$ cat src/rtl/wb_queue.sv
// Writeback queue: merges ALU/load (A) and mult/div (B) results into the single
// register-file write port, draining one entry per cycle with decode forwarding.
module wb_queue #(
    parameter int DEPTH = 4,
    parameter int AW    = 2
) (
    input  logic          clk,
    input  logic          rst_n,
    input  logic          a_valid,
    output logic          a_ready,
    input  logic [4:0]    a_wn,
    input  logic [31:0]   a_wd,
    input  logic          b_valid,
    output logic          b_ready,
    input  logic [4:0]    b_wn,
    input  logic [31:0]   b_wd,
    output logic          RegWrite,
    output logic [4:0]    WN,
    output logic [31:0]   WD,
    input  logic [4:0]    RN1,
    input  logic [4:0]    RN2,
    output logic          fwd1_hit,
    output logic [31:0]   fwd1_data,
    output logic          fwd2_hit,
    output logic [31:0]   fwd2_data,
    output logic [AW:0]   count,
    output logic          full,
    output logic          empty
);

    localparam logic [AW:0] DEPTH_C = (AW+1)'(DEPTH);

    logic [AW-1:0] wr_ptr_q, wr_ptr_d;
    logic [AW-1:0] rd_ptr_q, rd_ptr_d;
    logic [AW:0]   count_q, count_d;

    logic [4:0]    wn_mem [DEPTH];
    logic [31:0]   wd_mem [DEPTH];

    logic          a_store;
    logic          b_store;
    logic          pop;
    logic [AW-1:0] a_slot;
    logic [AW-1:0] b_slot;

    // Space is judged on the start-of-cycle count; a same-cycle pop earns no credit.
    assign a_ready = (count_q < DEPTH_C);
    assign a_store = a_valid && a_ready && (a_wn != 5'd0);
    assign b_ready = ((count_q + (AW+1)'(a_store)) < DEPTH_C);
    assign b_store = b_valid && b_ready && (b_wn != 5'd0);
    assign pop     = (count_q != '0);

    // A is older, so it takes the first free slot and B the one after it.
    assign a_slot  = wr_ptr_q;
    assign b_slot  = wr_ptr_q + AW'(a_store);

    always_comb begin
        wr_ptr_d = wr_ptr_q + AW'(a_store) + AW'(b_store);
        rd_ptr_d = rd_ptr_q + AW'(pop);
        count_d  = count_q + (AW+1)'(a_store) + (AW+1)'(b_store) - (AW+1)'(pop);
    end

    always_ff @(posedge clk or negedge rst_n) begin
        if (!rst_n) begin
            wr_ptr_q <= '0;
            rd_ptr_q <= '0;
            count_q  <= '0;
        end else begin
            wr_ptr_q <= wr_ptr_d;
            rd_ptr_q <= rd_ptr_d;
            count_q  <= count_d;
        end
    end

    always_ff @(posedge clk) begin
        if (a_store) begin
            wn_mem[a_slot] <= a_wn;
            wd_mem[a_slot] <= a_wd;
        end
        if (b_store) begin
            wn_mem[b_slot] <= b_wn;
            wd_mem[b_slot] <= b_wd;
        end
    end

    assign count    = count_q;
    assign full     = (count_q == DEPTH_C);
    assign empty    = (count_q == '0);
    assign RegWrite = pop;
    assign WN       = pop ? wn_mem[rd_ptr_q] : 5'd0;
    assign WD       = pop ? wd_mem[rd_ptr_q] : 32'd0;

    // Entries viewed oldest (index 0) to youngest, so a later match overrides.
    logic          age_occ [DEPTH];
    logic [4:0]    age_wn  [DEPTH];
    logic [31:0]   age_wd  [DEPTH];

    generate
        for (genvar gi = 0; gi < DEPTH; gi++) begin : g_age
            logic [AW-1:0] idx;
            assign idx         = rd_ptr_q + AW'(gi);
            assign age_occ[gi] = ((AW+1)'(gi) < count_q);
            assign age_wn[gi]  = wn_mem[idx];
            assign age_wd[gi]  = wd_mem[idx];
        end
    endgenerate

    always_comb begin
        fwd1_hit  = 1'b0;
        fwd1_data = 32'd0;
        fwd2_hit  = 1'b0;
        fwd2_data = 32'd0;
        for (int i = 0; i < DEPTH; i++) begin
            if (age_occ[i] && (RN1 != 5'd0) && (age_wn[i] == RN1)) begin
                fwd1_hit  = 1'b1;
                fwd1_data = age_wd[i];
            end
            if (age_occ[i] && (RN2 != 5'd0) && (age_wn[i] == RN2)) begin
                fwd2_hit  = 1'b1;
                fwd2_data = age_wd[i];
            end
        end
    end

endmodule

$ cat config.mk
export PLATFORM = sky130hd
export DESIGN_NAME = wb_queue
export DESIGN_NICKNAME = d
export VERILOG_FILES = /design/src/rtl/wb_queue.sv
export SDC_FILE = /design/constraint.sdc
export NUM_CORES = 1
export LEC_CHECK = 0
export ABC_CLOCK_PERIOD_IN_PS = 5200
export BUFFER_PORTS_ARGS = -buffer_cell sky130_fd_sc_hd__buf_2
export CAP_MARGIN = 10
export CORE_MARGIN = 1.5
export CORE_UTILIZATION = 37
export CTS_BUF_LIST = sky130_fd_sc_hd__clkbuf_2 sky130_fd_sc_hd__clkbuf_4 sky130_fd_sc_hd__clkbuf_8
export CTS_CLUSTER_SIZE = 28
export DETAILED_ROUTE_END_ITERATION = 8
export GPL_ROUTABILITY_DRIVEN = 0
export PLACE_DENSITY = 0.59
export SLEW_MARGIN = 40
export SYNTH_ARGS = -nofsm -noshare
export SYNTH_HDL_FRONTEND = slang
export SYNTH_SLANG_ARGS = --single-unit
$ cat constraint.sdc
create_clock -name clk -period 5.2 [get_ports clk]
set_input_delay 1.04 -clock clk [delete_from_list [all_inputs] [get_ports clk]]
set_output_delay 1.04 -clock clk [all_outputs]
set_load 0.05 [all_outputs]
Word level (Yosys, flattened, before mapping)
Memories as Yosys holds them, arrays and structs flattened. Cells that the tools add are included.

Add/subtract/negate cells: 9. $mul: 0. Div/mod/pow operators: 0. $lt $le $gt $ge: 6. Eq/ne operators: 9. Shifts and indexed selects: 0. Muxes and demuxes: 22. Bitwise operators: 0. Reduce and logical (&&, ||, !) cells: 26.

Operator list (count): 32-bit two-way mux (9); 5-bit == test (8); 1-bit logical AND (20); 5-bit nonzero test (4); 1-bit two-way mux (12); 2-bit by 1-bit adder with 2-bit output (3); 3-bit by 1-bit adder with 3-bit output (2); 1-bit by 3-bit < comparator with 1-bit output (first input constant) (2); 2-bit by 3-bit < comparator with 1-bit output (first input constant) (2); 3-bit < comparator (second input constant) (2); 5-bit two-way mux (1); 2-bit adder (second input constant) (2); 3-bit == test (second input constant) (1); 3-bit logical NOT (1); 3-bit nonzero test (1); 3-bit by 1-bit subtractor with 3-bit output (1); 2-bit by 1-bit adder with 2-bit output (second input constant) (1).

Flip-flop bits (word level): 7. Bits in latches: 0. Memory bits (writable): 148. Memory bits (read-only): 0. Bits of input ports: 88. Output and inout port bits: 111. Logic and storage cells: 77. Memories: 2.

Memory list: wd_mem (words 4, bits a word 32, rd ports 4, clocked after Yosys merged registers in 0, write ports 2, line 38) `logic [31:0] wd_mem [DEPTH];`; wn_mem (words 4, bits a word 5, rd ports 4, clocked after Yosys merged registers in 0, write ports 2, line 37) `logic [4:0] wn_mem [DEPTH];`.

Longest topological paths before layout
Depth after elaboration: 9. Gate-level depth with buffers: 13. Mapped depth without buffers: 11.

Worst setup path before layout
Ideal clock, no wire load.

Path kind: in2reg. From: in a_wn[1]. To: mem wd_mem[1][0] (enable). Library setup time: 483 ps. Arrival time: 5240 ps. Required time: 4717 ps. Path slack: -523 ps. Stages on the path: 11. Buffers on the path: 2. Cells stage by stage: or3_1 o311a_1 ha_1 ha_1 xnor2_1 o211ai_1 inv_1 nand3_1 buf_2 buf_2 o21ai_0.

RTL lines: start, declared (line 11) `input logic [4:0] a_wn,`; end, declared (line 38).

Worst setup path after layout
From: reg rd_ptr_q[0]. To: out fwd1_data[21].

Cells in the longest elaborated chain, start to end: 7.

RTL lines: start, declared (line 34) `logic [AW-1:0] rd_ptr_q, rd_ptr_d;`; start signal, assigned (line 70) `rd_ptr_q <= rd_ptr_d;`; 2-bit by 1-bit adder with 2-bit output / memory read 4 x 5 bit (equally long branches); memory read 4 x 5 bit / 5-bit == test (equally long branches); 5-bit == test / 1-bit logical AND (equally long branches) (line 114) `if (age_occ[i] && (RN1 != 5'd0) && (age_wn[i] == RN1)) begin`; 1-bit logical AND / 32-bit two-way mux (equally long branches) (line 114); 32-bit two-way mux (2 in series) (line 114); 32-bit two-way mux (*) (line 114); end, declared (line 23) `output logic [31:0] fwd1_data,`.

Mark *: on every way between the ends. The rest lies on a longest branch, timed or not.

==> results.md <==
- The post-detailed-placement half-perimeter wirelength is 35200 microns.
- For this run, the leading register cell type out of synthesis is edfxtp_1.
- The worst-case vdd ir drop is around 0.37 mV.
- TritonCTS created 17 clock buffers.
- Counting flops with an async set or reset pin after synthesis yields a share of approximately 4.5%.
- The count of different cell masters after synthesis is a little over 60.
- For this run the aggregate overflow at the end of global routing stands at 0.
- The cell family with the largest share of critical-path delay is buffers and inverters.
- The number of design rule violations left after detail routing is 0.
- The critical path capture point type is an output port.
- The remaining number of nets flagged by the antenna check after routing is 0.
- The number of hold buffers added after CTS was 0.
- Summing the areas of all and, or, nand and nor instances in the mapped netlist gives 17.1% of the synthesized area.
- The library cell used as clock root buffer is clkbuf_8.
- In this run, synthesis inferred 148 flip-flops with an integrated enable.
- The leakage dissipation is 6.35 nW.
- The most common cell in the synthesized netlist is mux2i_1.
- The first global-routing pass estimated 79700 microns of wire.
- The number of global-route vias before repair is 13300.
- The standard-cell row count is 73.
- The cell area after synthesis is 15100 sq um.
- Between clock sinks in the finished design, the worst skew comes to between 0.015 and 0.02 ns.
- The startpoint kind of the worst setup timing path is a register.
- The power per cell area is between 700 and 800 nW/um^2.
- The number of port buffers is roughly 200.
- Summing the areas of all fa, ha and maj instances in the mapped netlist gives 0.712% of the synthesized area.
- Yosys attributes the largest share of cell area to edfxtp_1 29%, mux2i_1 14%, mux2_2 13%, nand2_1 4.9%, o21ai_0 3.2%.
- The slowest stage of the critical path is the mux4_1 cell.
- For this run, the top clock speed supported by timing is about 200 MHz.
- In this run the standard cell core region covers 40000 sq um.
- The final count of pins violating max slew is 0.
- The area growth from synthesis to layout is 13.2%.
- The largest single stage delay on the critical path is 0.62 ns.
- The post-route fraction of the period consumed by the critical path is between 90 and 100%.
- The largest family of logic cells by synthesized area is multiplexers.
- Counting both buffers and inverters, the worst setup path holds a total of 4.
- Summed over all layers, the routed wires come to 53600 microns.
- The H-tree was split into 4 levels.
- The global routing usage summed across all routing layers is 25.0%.
- The share of the yosys chip area belonging to registers is 30.6%.
- Summing the areas of all xor and xnor instances in the mapped netlist gives 2.72% of the synthesized area.
- The number of antenna violations at the first check in global routing is 5.
- By instance count, the cell type seen most on the critical path is buf_4.
- The relative max-transition margin is a little under half.
- The wire length per cell after detailed routing is 23.5 microns.
- After filler insertion, the fill cell instance count of the layout stands at 3962.
- The kind of critical path is reg -> out.
- The signal on the critical path passes through buf_6 -> mux4_1 -> xor2_1 -> nor4_2 -> nand4_2 -> buf_4 -> o211a_1 -> buf_4 -> o311ai_0 -> o221ai_1 -> buf_2.
- The via count of the routed design is 13700.
- The total negative setup slack is 0 ns.
- After the first detailed-routing iteration, the DRC count stood at 1265.
- Counting instances in the post-synthesis netlist gives the leading cell types as 214 x mux2i_1, 198 x nand2_1, 180 x mux2_2.
- The clock latency on the worst-skew pair is 0.49 ns.
- The arrival time of data at the critical path endpoint is between 4 and 5 ns.
- After the last flow step, the layout net total stands at around 1800.
- The share of layout cells above drive strength 1 is 32.8%.
- In this run the count of I/O pins placed on the die edge is 199.
- The number of synthesized register bits is roughly 160.
- Using the TritonRoute via totals, the vias-per-cell ratio works out to 6.01.
- Of the post-synthesis cell area, the part taken by muxes is around 30%.
- Clock-pin slew was measured on the worst setup and hold paths at 0.09 ns.
- TritonCTS built the clock tree.
- The worst register-to-register path ends at wd_mem[1][27].
- A synthesized cell averages roughly 9.4 sq um.
- The tree built by TritonCTS fans out to 155 sinks.
- The clock passes through at most 2 buffers.
- The path category of the worst min-delay check is in -> async.
- The number of setup violations in the final report is 0.
- The die footprint is ~42000 sq um.
- Setup repair after global routing left no endpoint under its margin.
- The starting density of the core is 37.8%.
- The first detailed-routing pass took 6 iterations.
- The post-route minimum period is 5.06 ns.
- The cell type with the largest total area after synthesis is edfxtp_1.
- Yosys printed 0 warnings.
- The area fraction in compound gates after synthesis is roughly an eighth.
- The die is 205 microns wide.
- The flow ran to the end, and the final reports show no timing, DRC or antenna violations.
- The hold violation count in the final report is 0.
- Measured along the y axis, the die boundary spans 205 microns.
- The number of nets in the synthesized netlist is between 1500 and 2000.
- Entering global routing, the biggest net connects 99 pins.
- Synthesis handed over a netlist of 1615 instances.
- The startpoint of the worst-slack reg-to-reg timing path is count[2].
- At the pin with the least slew margin, the transition time is 0.819 ns.
- Data on the critical path is required at its endpoint by between 4 and 5 ns.
- The depth of the worst register-to-register path is 10.
- Of the post-synthesis cell area, the dominant cell type holds 29.4%.
- The largest driver fanout on the critical path is 17.
- Across the run, the number of max-cap violations was 0.
- Cells fill 42.8% of the core in the end.
- The worst register-to-register path has a setup slack of 1.74 ns.
[power by group]
part	switching, mW	leakage, nW	total (mW)	internal [mW]
clock	0.512	0.218	1.04	0.526
sequential	0.394	1.44	2.29	1.90
combinational	5.93	4.70	8.91	2.98
[worst register-to-register path, cell delays in order (launching register included)]
cell	delay [ns]
dfrtp_1	0.56
inv_1	0.18
o311a_1	0.19
ha_1	0.21
ha_1	0.18
xnor2_1	0.28
o211ai_1	0.22
inv_1	0.18
nand3_2	0.41
o21ai_4	0.41
buf_12	0.31
[area by class of cell]
cell class	instances	area, sq um	share of cell area (%)
multi-input combinational	1300	9710	56.8
sequential	155	4630	27.0
timing repair buffer	259	1620	9.47
tap	525	657	3.84
clock buffer	21	283	1.65
clock inverter	11	160	0.936
inverter	11	43.8	0.256
antenna	2	5.00	0.0293
[how the worst max path moves through the flow]
stage | slack, ns | depth (start not counted) | end | start
3_5_place_dp | 0.61 | 9 | fwd2_data[4] | RN2[3]
2_1_floorplan | 0.17 | 12 | wd_mem[0][0] | a_wn[1]
6_report | 0.14 | 11 | fwd1_data[21] | rd_ptr_q[0]
5_1_grt | 0.03 | 10 | fwd2_data[3] | rd_ptr_q[0]
4_1_cts | 0.07 | 9 | fwd1_data[11] | rd_ptr_q[0]
3_3_place_gp | 0.65 | 9 | fwd1_data[8] | rd_ptr_q[0]
[cell families (layout without fill, tap and decap cells)]
group / after synthesis / after routing
xor gates and xnor gates: 47 / 47
and+or+nand+nor: 529 / 529
buffers and inverters: 160 / 302
muxes: 412 / 412
AOI/OAI and AO/OA: 304 / 304
adders and majority gates: 8 / 8
DFF: 155 / 155
other: 0 / 2
[flip-flops by register name, indices dropped and copies added (netlist names)]
| signal | count |
|---|---|
| wd_mem | 128 |
| rd_ptr_q | 2 |
| count | 3 |
| wn_mem | 20 |
| a_slot | 2 |
[metrics by stage]
step	worst slack, ns	power [mW]	cells	instance area (sq um)	hold WS [ns]
finish	0.139	12.2	2284	17100	0.382
global route	0.0316	13.0	2282	17100	0.376
CTS	0.0727	12.1	2279	17000	0.367
detailed placement	0.612	11.1	2247	16600	0.755
global placement	0.651	10.9	2243	16500	0.724
floorplan	0.173	8.83	1615	15100	0.488
[layout by cell type, fill, tap and decap left out, types with 5 or more instances in the layout]
| master | instances |
|---|---|
| buf_4 | 47 |
| o311ai_1 | 8 |
| or2_2 | 57 |
| nand3_1 | 7 |
| nor2_1 | 107 |
| o221ai_1 | 25 |
| nand2_1 | 197 |
| and2_1 | 7 |
| or3_1 | 53 |
| nor4_1 | 28 |
| buf_12 | 5 |
| a211oi_1 | 32 |
| ha_1 | 7 |
| a21oi_1 | 95 |
| xor2_1 | 20 |
| or3_2 | 10 |
| mux2i_1 | 214 |
| inv_1 | 9 |
| nor3_1 | 6 |
| nand2b_1 | 29 |
| xnor2_1 | 27 |
| clkbuf_8 | 20 |
| buf_2 | 198 |
| o21ai_0 | 94 |
| mux2_2 | 180 |
| o311ai_0 | 21 |
| mux4_2 | 12 |
| mux4_1 | 6 |
| edfxtp_1 | 148 |
| dfrtp_1 | 5 |
[routing by layer]
layer  part of all wire [%]  up-vias  global-route usage, %
li1                       -     6263                      -
met1                     42     6623                   33.1
met2                     47      716                   40.5
met3                    8.3      110                   3.79
met4                    3.1        4                   10.8
met5                  0.043        -                      0
[repair_timing]
action,in CTS,in global routing
setup buffers,0,2
gates resized for setup,0,3
endpoints found under the setup margin,0,16
Power figures use the tool's default switching activity.
